File: src/rtl/dpram_port_arb_if.sv
// rtl/dpram_port_arb_if.sv - requester and RAM-port signal bundle for dpram_port_arb
//   slave  : arbiter side (takes requests and ram_q, drives acks, rdata and the RAM port)
//   master : requesters plus RAM model side
interface dpram_port_arb_if #(
    parameter int DATAWIDTH = 8,
    parameter int ADDRWIDTH = 14
);
    logic                 req0, req1, req2;
    logic                 we0, we1, we2;
    logic [ADDRWIDTH-1:0] addr0, addr1, addr2;
    logic [DATAWIDTH-1:0] wdata0, wdata1, wdata2;
    logic                 ack0, ack1, ack2;
    logic [DATAWIDTH-1:0] rdata;
    logic [ADDRWIDTH-1:0] ram_address;
    logic [DATAWIDTH-1:0] ram_data;
    logic                 ram_wren;
    logic [DATAWIDTH-1:0] ram_q;

    modport slave (
        input  req0, req1, req2, we0, we1, we2,
        input  addr0, addr1, addr2, wdata0, wdata1, wdata2, ram_q,
        output ack0, ack1, ack2, rdata, ram_address, ram_data, ram_wren
    );

    modport master (
        output req0, req1, req2, we0, we1, we2,
        output addr0, addr1, addr2, wdata0, wdata1, wdata2, ram_q,
        input  ack0, ack1, ack2, rdata, ram_address, ram_data, ram_wren
    );
endinterface

File: src/rtl/dpram_port_arb.sv
// rtl/dpram_port_arb.sv - three-requester arbiter for one synchronous dpram port
//   clock, reset : rising-edge clock, asynchronous active-high reset
//   bus (slave)  : req/we/addr/wdata 0..2 in, ack 0..2 and rdata out,
//                  ram_address/ram_data/ram_wren to the dpram, ram_q from it
//   Requester 0 has fixed priority; 1 and 2 alternate round-robin.
//   Optional macro ROM_PROTECT_EN: writes below ROM_WORDS are acked but not written.
module dpram_port_arb #(
    parameter int DATAWIDTH = 8,
    parameter int ADDRWIDTH = 14,
    parameter int ROM_WORDS = 8192
) (
    input  logic              clock,
    input  logic              reset,
    dpram_port_arb_if.slave   bus
);

`ifdef ROM_PROTECT_EN
    localparam bit PROTECT = 1'b1;
`else
    localparam bit PROTECT = 1'b0;
`endif

    // One extra bit so ROM_WORDS == 2**ADDRWIDTH still compares correctly.
    localparam logic [ADDRWIDTH:0] ROM_LIMIT = ROM_WORDS[ADDRWIDTH:0];

    logic [2:0]           inflight_q, inflight_d;
    logic [2:0]           ack_q, ack_d;
    logic [1:0]           tag_q, tag_d;
    logic                 last2_q, last2_d;
    logic [ADDRWIDTH-1:0] ram_address_q, ram_address_d;
    logic [DATAWIDTH-1:0] ram_data_q, ram_data_d;
    logic                 ram_wren_q, ram_wren_d;

    logic [2:0]           elig, grant;
    logic [ADDRWIDTH-1:0] sel_addr;
    logic [DATAWIDTH-1:0] sel_wdata;
    logic                 sel_we, rom_hit;

    // A requester whose access is still in the pipeline is masked, which also
    // covers the edge where its ack is being registered.
    always_comb begin
        elig  = {bus.req2, bus.req1, bus.req0} & ~inflight_q;
        grant = 3'b000;
        if (elig[0])                    grant = 3'b001;
        else if (elig[1] && elig[2])    grant = last2_q ? 3'b010 : 3'b100;
        else if (elig[1])               grant = 3'b010;
        else if (elig[2])               grant = 3'b100;
    end

    always_comb begin
        sel_addr  = bus.addr0;
        sel_wdata = bus.wdata0;
        sel_we    = bus.we0;
        if (grant[1]) begin
            sel_addr  = bus.addr1;
            sel_wdata = bus.wdata1;
            sel_we    = bus.we1;
        end else if (grant[2]) begin
            sel_addr  = bus.addr2;
            sel_wdata = bus.wdata2;
            sel_we    = bus.we2;
        end
        rom_hit = ({1'b0, sel_addr} < ROM_LIMIT);
    end

    always_comb begin
        ram_address_d = ram_address_q;
        ram_data_d    = ram_data_q;
        ram_wren_d    = 1'b0;
        tag_d         = tag_q;
        last2_d       = last2_q;
        // Every access completes on the edge after issue, so the only access
        // in flight after any edge is the one granted at that edge.
        inflight_d    = grant;
        ack_d         = (inflight_q != 3'b000) ? (3'b001 << tag_q) : 3'b000;

        if (grant != 3'b000) begin
            ram_address_d = sel_addr;
            ram_data_d    = sel_wdata;
            ram_wren_d    = sel_we & ~(PROTECT & rom_hit);
            tag_d         = grant[2] ? 2'd2 : (grant[1] ? 2'd1 : 2'd0);
        end

        // Requester 0 grants leave the 1/2 alternation untouched.
        if (grant[1])      last2_d = 1'b0;
        else if (grant[2]) last2_d = 1'b1;
    end

    always_ff @(posedge clock or posedge reset) begin
        if (reset) begin
            inflight_q    <= 3'b000;
            ack_q         <= 3'b000;
            tag_q         <= 2'd0;
            last2_q       <= 1'b1;
            ram_address_q <= '0;
            ram_data_q    <= '0;
            ram_wren_q    <= 1'b0;
        end else begin
            inflight_q    <= inflight_d;
            ack_q         <= ack_d;
            tag_q         <= tag_d;
            last2_q       <= last2_d;
            ram_address_q <= ram_address_d;
            ram_data_q    <= ram_data_d;
            ram_wren_q    <= ram_wren_d;
        end
    end

    assign bus.ack0        = ack_q[0];
    assign bus.ack1        = ack_q[1];
    assign bus.ack2        = ack_q[2];
    assign bus.ram_address = ram_address_q;
    assign bus.ram_data    = ram_data_q;
    assign bus.ram_wren    = ram_wren_q;
    // The dpram read is registered, so ram_q lines up with the ack cycle.
    assign bus.rdata       = bus.ram_q;

endmodule

File: src/flat_wrapper.sv
// flat-port wrapper written by rule: the top's interface ports become plain ports
module dpram_port_arb_flat 
#(
    parameter int DATAWIDTH = 8,
    parameter int ADDRWIDTH = 14,
    parameter int ROM_WORDS = 8192
)
  (clock, reset, bus_req0, bus_req1, bus_req2, bus_we0, bus_we1, bus_we2, bus_addr0, bus_addr1, bus_addr2, bus_wdata0, bus_wdata1, bus_wdata2, bus_ram_q, bus_ack0, bus_ack1, bus_ack2, bus_rdata, bus_ram_address, bus_ram_data, bus_ram_wren);
  dpram_port_arb_if #(.DATAWIDTH(DATAWIDTH), .ADDRWIDTH(ADDRWIDTH)) bus_i ();
  input  logic clock;
  input  logic reset;
  input wire logic [$bits(bus_i.req0)-1:0] bus_req0;
  input wire logic [$bits(bus_i.req1)-1:0] bus_req1;
  input wire logic [$bits(bus_i.req2)-1:0] bus_req2;
  input wire logic [$bits(bus_i.we0)-1:0] bus_we0;
  input wire logic [$bits(bus_i.we1)-1:0] bus_we1;
  input wire logic [$bits(bus_i.we2)-1:0] bus_we2;
  input wire logic [$bits(bus_i.addr0)-1:0] bus_addr0;
  input wire logic [$bits(bus_i.addr1)-1:0] bus_addr1;
  input wire logic [$bits(bus_i.addr2)-1:0] bus_addr2;
  input wire logic [$bits(bus_i.wdata0)-1:0] bus_wdata0;
  input wire logic [$bits(bus_i.wdata1)-1:0] bus_wdata1;
  input wire logic [$bits(bus_i.wdata2)-1:0] bus_wdata2;
  input wire logic [$bits(bus_i.ram_q)-1:0] bus_ram_q;
  output wire logic [$bits(bus_i.ack0)-1:0] bus_ack0;
  output wire logic [$bits(bus_i.ack1)-1:0] bus_ack1;
  output wire logic [$bits(bus_i.ack2)-1:0] bus_ack2;
  output wire logic [$bits(bus_i.rdata)-1:0] bus_rdata;
  output wire logic [$bits(bus_i.ram_address)-1:0] bus_ram_address;
  output wire logic [$bits(bus_i.ram_data)-1:0] bus_ram_data;
  output wire logic [$bits(bus_i.ram_wren)-1:0] bus_ram_wren;
  assign bus_i.req0 = bus_req0;
  assign bus_i.req1 = bus_req1;
  assign bus_i.req2 = bus_req2;
  assign bus_i.we0 = bus_we0;
  assign bus_i.we1 = bus_we1;
  assign bus_i.we2 = bus_we2;
  assign bus_i.addr0 = bus_addr0;
  assign bus_i.addr1 = bus_addr1;
  assign bus_i.addr2 = bus_addr2;
  assign bus_i.wdata0 = bus_wdata0;
  assign bus_i.wdata1 = bus_wdata1;
  assign bus_i.wdata2 = bus_wdata2;
  assign bus_i.ram_q = bus_ram_q;
  assign bus_ack0 = bus_i.ack0;
  assign bus_ack1 = bus_i.ack1;
  assign bus_ack2 = bus_i.ack2;
  assign bus_rdata = bus_i.rdata;
  assign bus_ram_address = bus_i.ram_address;
  assign bus_ram_data = bus_i.ram_data;
  assign bus_ram_wren = bus_i.ram_wren;
  dpram_port_arb #(.DATAWIDTH(DATAWIDTH), .ADDRWIDTH(ADDRWIDTH), .ROM_WORDS(ROM_WORDS)) u_core (.clock(clock), .reset(reset), .bus(bus_i));
endmodule
File: config.mk
export PLATFORM = sky130hd
export DESIGN_NAME = dpram_port_arb_flat
export DESIGN_NICKNAME = d
export VERILOG_FILES = /design/src/rtl/dpram_port_arb_if.sv /design/src/rtl/dpram_port_arb.sv /design/src/flat_wrapper.sv
export SDC_FILE = /design/constraint.sdc
export NUM_CORES = 1
export LEC_CHECK = 0
export CAP_MARGIN = 25
export CELL_PAD_IN_SITES_DETAIL_PLACEMENT = 0
export CELL_PAD_IN_SITES_GLOBAL_PLACEMENT = 1
export CORE_MARGIN = 1.5
export CORE_UTILIZATION = 42
export DETAILED_ROUTE_END_ITERATION = 7
export DONT_BUFFER_PORTS = 1
export PLACE_DENSITY_LB_ADDON = 0.1
export SLEW_MARGIN = 15
export SYNTH_ARGS = -nofsm -noshare
export SYNTH_HDL_FRONTEND = slang
export SYNTH_SLANG_ARGS = --single-unit
File: constraint.sdc
create_clock -name clock -period 1.9 [get_ports clock]
set_input_delay 0.285 -clock clock [delete_from_list [all_inputs] [get_ports clock]]
set_output_delay 0.285 -clock clock [all_outputs]
set_load 0.005 [all_outputs]
---- After elaboration in Yosys (flattened, before gate mapping) ----
Index checks and enable logic that the tools add are counted.
word-level totals
  memory bits (writable) .................. 0
  output and inout port bits .............. 34
  word-level logic and storage cells ...... 31
  register bits after elaboration ......... 32
  memories kept ........................... 0
  bits in latches ......................... 0
  memory bits (read-only) ................. 0
cells by class
  add/sub/neg operators ................... 0
  div/mod/pow operators ................... 0
  multiply operators ...................... 0
  magnitude comparators ................... 0
  reductions and logical operators ........ 4
  shift-type cells ........................ 1
  multiplexer cells ....................... 17
  bitwise operators ....................... 2
  eq/ne operators ......................... 0
operators by type and width
  operator                                                            number
  14-bit 2-to-1 mux                                                   2
  3-bit 2-to-1 mux                                                    6
  8-bit 2-to-1 mux                                                    2
  1-bit 2-to-1 mux                                                    6
  3-bit nonzero test                                                  2
  3-bit AND                                                           1
  3-bit NOT                                                           1
  1-bit by 2-bit left shift with 3-bit output (first input constant)  1
  2-bit 2-to-1 mux                                                    1
  2-bit nonzero test                                                  1
  1-bit logical AND                                                   1

---- Depth between registers and ports, before layout ----
Gate-level depths: netlist (run 1).
  depth in word-level cells ............... 9
  depth in mapped cells ................... 8
  gate-level depth less buffers ........... 6

---- Worst setup path after synthesis (run 1) ----
Ideal clock, no wire load.
  path type ............................... register to register
  from .................................... reg u_core.inflight_q[0]
  to ...................................... reg u_core.ram_address_q[0], in the netlist u_core.bus.ram_address[0]
  path slack .............................. 0.340 ns
  arrival ................................. 1.478 ns
  period minus slack after synthesis ...... 1.560 ns
  cell stages (with the launch flop) ...... 9
  data required time ...................... 1.818 ns
  cells stage by stage .................... dfrtp_1 nand2b_4 inv_2 or3_4 buf_6 and2_4 buf_6 buf_6 a31oi_1
on the way
  cells in the longest elaborated chain, start to end .. 5
  elaborated cells on any way between the ends .. 6
ends and longest elaborated chain
  element                   line                   text
  start, declared           dpram_port_arb.sv:26   logic [2:0] inflight_q, inflight_d;
  start signal, assigned    dpram_port_arb.sv:99   inflight_q <= inflight_d;
  3-bit NOT *               dpram_port_arb.sv:42   elig = {bus.req2, bus.req1, bus.req0} & ~inflight_q;
  3-bit AND *               dpram_port_arb.sv:42
  named net u_core.elig[0]  dpram_port_arb.sv:34   logic [2:0] elig, grant;
  3-bit 2-to-1 mux *        dpram_port_arb.sv:44   if (elig[0]) grant = 3'b001;
  14-bit 2-to-1 mux         dpram_port_arb.sv:58   end else if (grant[2]) begin
  14-bit 2-to-1 mux         dpram_port_arb.sv:54   if (grant[1]) begin
  end signal, assigned      dpram_port_arb.sv:103  ram_address_q <= ram_address_d;
  end, declared             dpram_port_arb.sv:30   logic [ADDRWIDTH-1:0] ram_address_q, ram_address_d;
Mark *: on every way through the listed nets, which the timed path passes. The rest lies on a longest branch.
A chain may end at the register's enable or synchronous reset.

---- Worst setup path after layout (run 1) ----
  from .................................... reg u_core.inflight_q[2]
  to ...................................... reg u_core.ram_data_q[7], in the netlist u_core.bus.ram_data[7]
on the way
  cells in the longest elaborated chain, start to end .. 8
  elaborated cells on any way between the ends .. 10
ends and longest elaborated chain
  element               line                   text
  3-bit NOT *           dpram_port_arb.sv:42
  3-bit AND *           dpram_port_arb.sv:42
  3-bit 2-to-1 mux      dpram_port_arb.sv:47   else if (elig[2]) grant = 3'b100;
  3-bit 2-to-1 mux      dpram_port_arb.sv:46   else if (elig[1]) grant = 3'b010;
  3-bit 2-to-1 mux *    dpram_port_arb.sv:45   else if (elig[1] && elig[2]) grant = last2_q ? 3'b010 : 3'b100;
  3-bit 2-to-1 mux *    dpram_port_arb.sv:44
  8-bit 2-to-1 mux      dpram_port_arb.sv:58
  8-bit 2-to-1 mux      dpram_port_arb.sv:54
  end signal, assigned  dpram_port_arb.sv:104  ram_data_q <= ram_data_d;
  end, declared         dpram_port_arb.sv:31   logic [DATAWIDTH-1:0] ram_data_q, ram_data_d;
Every way passes the cells marked *; elsewhere a longest branch is shown, timed or not.

==> metrics.cfg, run 1 <==
[drt]
drt_pass1_iterations=4
drtAntennaViolNets=0
vias=1217
drt-total-wl_mm=3.792
drcViolationCount=0
drtIter0Drc=42
wire_per_inst_um=18.32
viasPerCell=5.879

[hold_path]
hold_path_class=input port to flop

[place]
numPortBuffers=0
hpwl_mm=2.711
place_congestion=0.6937
postPlaceCellArea_um2=1503

[timing]
slew-limit-headroom_pct=69.63
tns_ps=0
finalCriticalPeriod_ps=1586
fmax_mhz=630.6
setup_viol=0
drv_slew=0
hold_viol=0
tightest_slew_ps=455.0
rsz0062_at_grt=false
clock-skew-final_ps=6.065
final.period_utilization_pct=83.46

[synthesis]
synth.area.top_cells=dfrtp_1 50%, nand2_1 11%, a31oi_1 9.3%
yosysTopAreaCell=dfrtp_1
synthFlopType=dfrtp_1
netlist_area_um2=1544
synth_top_area_share_pct=50.24
syn-num-nets=249
postSynthAreaPerCell_um2=9.245
yosysSeqAreaShare_pct=51.94
syn_inst=167
synth-edff-count=0
async_flop_share_pct=100.0
ys_ff_latch=32
yosysWarnings=0
yosys.cell_types.count=25

[flow_run]
cap_violations=0

[clocking]
cts_buffers=5
clock-sinks=32
h-tree-depth=2
clk_latency_ps=270
clk_path_buf_depth=2
root_buffer=clkbuf_8
clkTransAtPathRegs_ps=70
cts_tree=yes
cts_setup_buffers=0

[final_layout]
antenna_cells=0
final_layout_size_suffix_gt1_share_pct=12.42
fin_area_um2=1620
nNetsFinal=242
area_delta_synth_final_pct=4.943

[grt]
track_usage_pct=20.01
grt_max_degree=25
grt_pass1_vias=1379
grt_first_pass_wirelength_mm=6.244
gr-total-overflow=0
antenna_found_initial=0

[critical_path]
cp_max_fo=24
end_kind=flop
critPathArrivalTime_ps=1780
worstPathRequired_ps=2090
path_class=flop to flop
worst_setup_path_start_kind=flop
r2r_setup_slack_ps=310

[floorplanning]
core_um2=3442
die_h_um=63.63
dieArea_um2=4049
rows=21
fp.dieW_um=63.63
start_util_pct=44.86
io_pins=116

[power_and_ir_drop]
p_leak_nw=0.6978
p_per_area_nw_per_um2=1165
vdd_ir_drop_max_uv=583.4

[outcome]
outcome=finished, final reports clean

## report_power, final
group | total (mW) | switching [mW] | internal, mW | leakage, nW
Combinational | 0.324 | 0.193 | 0.131 | 0.264
Sequential | 0.934 | 0.109 | 0.825 | 0.379
Clock | 0.628 | 0.240 | 0.389 | 0.0552
## final timing paths
kind | cells after the start | end | startpoint
worst max-delay path | 5 | u_core.bus.ram_data[7] | u_core.inflight_q[2]
worst min-delay path | 2 | u_core.bus.ram_data[5] | bus_wdata2[5]
worst max register to register | 5 | u_core.bus.ram_data[7] | u_core.inflight_q[2]
worst min register to register | 1 | u_core.ack_q[0] | u_core.tag_q[0]
max in group asynchronous | 3 | u_core.last2_q | reset
min in group asynchronous | 2 | u_core.bus.ram_address[9] | reset
## state kept, by name, summed over array words and instances (netlist names)
register / flops
u_core.last2_q: 1
u_core.bus.ram_wren: 1
u_core.bus.ram_data: 8
u_core.bus.ram_address: 14
u_core.tag_q: 2
u_core.ack_q: 3
u_core.inflight_q: 3
## timing repair
action                    CTS  global route
hold endpoints to repair   10             0
hold buffers                1             0
gates resized for setup     0             0
## through the flow
step / hold slack, ps / utilization, % / std cells / worst slack [ps] / power [mW]
3_5_place_dp: 214.4 / 43.66 / 198 / 282.1 / 1.281
4_1_cts: 146.6 / 47.07 / 207 / 279.7 / 1.914
5_1_grt: 143.9 / 47.07 / 207 / 163.4 / 1.997
6_report: 151.8 / 47.07 / 207 / 314.2 / 1.887
2_1_floorplan: 400.5 / - / 167 / 340.1 / 1.219
3_3_place_gp: 210.4 / 43.66 / 198 / 344.7 / 1.264
## synth_stat cells (all sizes together) (2+ instances only)
| cell type | n |
|---|---|
| clkbuf | 7 |
| a31oi | 23 |
| nand2b | 2 |
| nor2b | 2 |
| o22ai | 22 |
| o21ai | 2 |
| nor3 | 3 |
| buf | 13 |
| a21oi | 2 |
| inv | 5 |
| dfrtp | 31 |
| nand2 | 47 |
## metal layers
layer / GRT usage [%] / share of wire (%) / vias up
met5: 0 / 0 / -
met2: 36.71 / 51 / 70
met4: 6.250 / 0.63 / 0
li1: - / - / 569
met1: 20.37 / 37 / 572
met3: 8.393 / 11 / 6
## critical path: stages, from the launching register on
cell      delay, ps
dfrtp_1         390
nand2b_1        190
a211o_1         310
inv_2           330
nand2_1         100
a31oi_1         180
## cell usage in the layout, fill, tap and decap left out
master / instances
nand2_1: 47
dfrtp_1: 31
a31oi_1: 23
o22ai_1: 22
clkbuf_8: 5
buf_4: 5
inv_1: 3
nor3_1: 3
nor2b_1: 2
inv_2: 2
o21ai_0: 2
nand2b_1: 1
nand2b_4: 1
o211ai_2: 1
or3_4: 1
and2_4: 1
a211o_1: 1
nand3_1: 1
a21oi_2: 1
nor3b_1: 1
a21oi_1: 1
nor2_1: 1
clkinv_2: 1
bufinv_16: 1
clkbuf_1: 1
dlygate4sd3_1: 1
dfstp_2: 1
## logic make-up (layout without fill, tap and decap cells)
kind of cell           count (synthesis)  in the layout  share of synthesized area, %
AO/OA/AOI/OAI                         51             51                         21.15
buffers and inverters                 25             19                         10.05
flip-flops                            32             32                         51.94
AND/OR/NAND/NOR                       59             59                         16.86
## area by class of cell
| cell class | count | area, um2 |
|---|---|---|
| clock buffers | 6 | 72.57 |
| clock inverters | 2 | 35.03 |
| fillers | 343 | 1822 |
| inverters | 5 | 18.77 |
| multi-input cells | 110 | 586.8 |
| flip-flops and latches | 32 | 802.0 |
| well taps | 46 | 57.56 |
| repair buffers | 6 | 47.55 |
Note: power is estimated with default switching activity, not from simulation.
==> run 2: changes to the inputs <==
- clock period: 1.9 -> 1.5 ns (I/O delays scaled with it)
==> metrics.cfg, run 2 (synthesis results as in run 1) <==
[clocking]
clk_latency_ps=280
root_buffer=clkbuf_8
cts_buffers=5
cts_setup_buffers=0
cts_tree=yes
h-tree-depth=2
clkTransAtPathRegs_ps=70
clock-sinks=32
clk_path_buf_depth=2

[timing]
finalCriticalPeriod_ps=1417
clock-skew-final_ps=11.00
rsz0062_at_grt=false
tightest_slew_ps=397.5
hold_slack_ps=83.51
setup_slack_ps=82.81
fmax_mhz=705.6
slew-limit-headroom_pct=73.50
setup_viol=0
final.period_utilization_pct=94.48
hold_viol=0
drv_slew=0

[final_layout]
area_delta_synth_final_pct=8.914
largest_register_ff_count=14
final_layout_size_suffix_gt1_share_pct=17.37
final_common_cell=nand2_1
fin_area_um2=1682
layout_common_cells=47 x nand2_1, 31 x dfrtp_1, 23 x a31oi_1
nNetsFinal=248
antenna_cells=0

[outcome]
outcome=finished, final reports clean

[place]
postPlaceCellArea_um2=1548
hpwl_mm=2.809
dp_slack_ps=-10.82
numPortBuffers=0
place_congestion=0.7007

[critical_path]
cp_max_fo=7
cp_cell_sequence=nand2b_4 -> inv_2 -> a211o_1 -> inv_2 -> buf_4 -> nand2_1 -> a31oi_1
crit_slowest_cell=dfrtp_1
critPathArrivalTime_ps=1610
path_class=flop to flop
cp_slowest_stage_delay_ps=340
worst_setup_path_start_kind=flop
cp_common_cell=inv_2
worstPathRequired_ps=1700
end_kind=flop

[drt]
drtIter0Drc=23
drcViolationCount=0
drt_pass1_iterations=4
wire_per_inst_um=17.85
viasPerCell=5.981
vias=1274
drtAntennaViolNets=0
drt-total-wl_mm=3.802

[power_and_ir_drop]
vdd_ir_drop_max_uv=449.5
p_total_mw=2.353
p_per_area_nw_per_um2=1399
p_leak_nw=0.7314

[floorplanning]
start_util_pct=44.86
fp.dieW_um=63.63
die_h_um=63.63
io_pins=116
dieArea_um2=4049
core_um2=3442
rows=21

[grt]
gr-total-overflow=0
grt_pass1_vias=1369
grt_max_degree=33
grt_first_pass_wirelength_mm=6.154
track_usage_pct=19.72
antenna_found_initial=0

[flow_run]
cap_violations=0

[hold_path]
hold_path_class=input port to flop

run 2: worst paths after layout:
path	start	to	slack (ps)	cells past startpoint
setup / recovery	u_core.inflight_q[0]	u_core.bus.ram_address[3]	80	7
hold / removal	bus_wdata2[1]	u_core.bus.ram_data[1]	80	2
setup reg to reg	u_core.inflight_q[0]	u_core.bus.ram_address[3]	80	7
hold reg to reg	u_core.tag_q[0]	u_core.ack_q[0]	460	1
max in group asynchronous	reset	u_core.last2_q	700	3
min in group asynchronous	reset	u_core.inflight_q[1]	470	3
run 2: worst max-delay path: cells and delay by family (launching register included):
family                 cells  cell delay [ps]
and+or+nand+nor            2              210
AOI/OAI and AO/OA          2              480
buffers and inverters      3              310
DFF                        1              340
run 2: stage by stage:
step	TNS [ps]	utilization, %	std cells
after global routing	0	48.86	213
after CTS	0	48.35	213
after detailed placement	-10.82	44.97	204
after floorplan	-132.1	-	167
final	0	48.86	213
after global placement	0	44.97	204
run 2: final cells by class:
type | count | area, um2
tap | 46 | 57.56
sequential | 32 | 802.0
timing repair buffer | 12 | 100.1
fill | 345 | 1760
multi-input combinational | 110 | 603.1
inverter | 5 | 18.77
clock buffer | 8 | 100.1
run 2: repair_timing:
action	CTS	global route
pin swaps	1	1
gates resized for setup	2	3
hold buffers	1	0
endpoints found under the setup margin	4	6
endpoints found under the hold margin	31	0
run 2: layer usage:
| metal | track usage, % | up-vias | wire length [um] |
|---|---|---|---|
| met5 | 0 | - | 0 |
| met4 | 6.522 | 0 | 42 |
| met3 | 9.107 | 6 | 335 |
| met2 | 34.47 | 69 | 1954 |
| met1 | 20.87 | 612 | 1471 |
| li1 | - | 587 | - |
run 2: where the power goes:
group	internal [mW]	switching [mW]	total, mW
Sequential	1.05	0.138	1.18
Clock	0.418	0.298	0.716
Combinational	0.199	0.254	0.453
Total	1.66	0.690	2.35
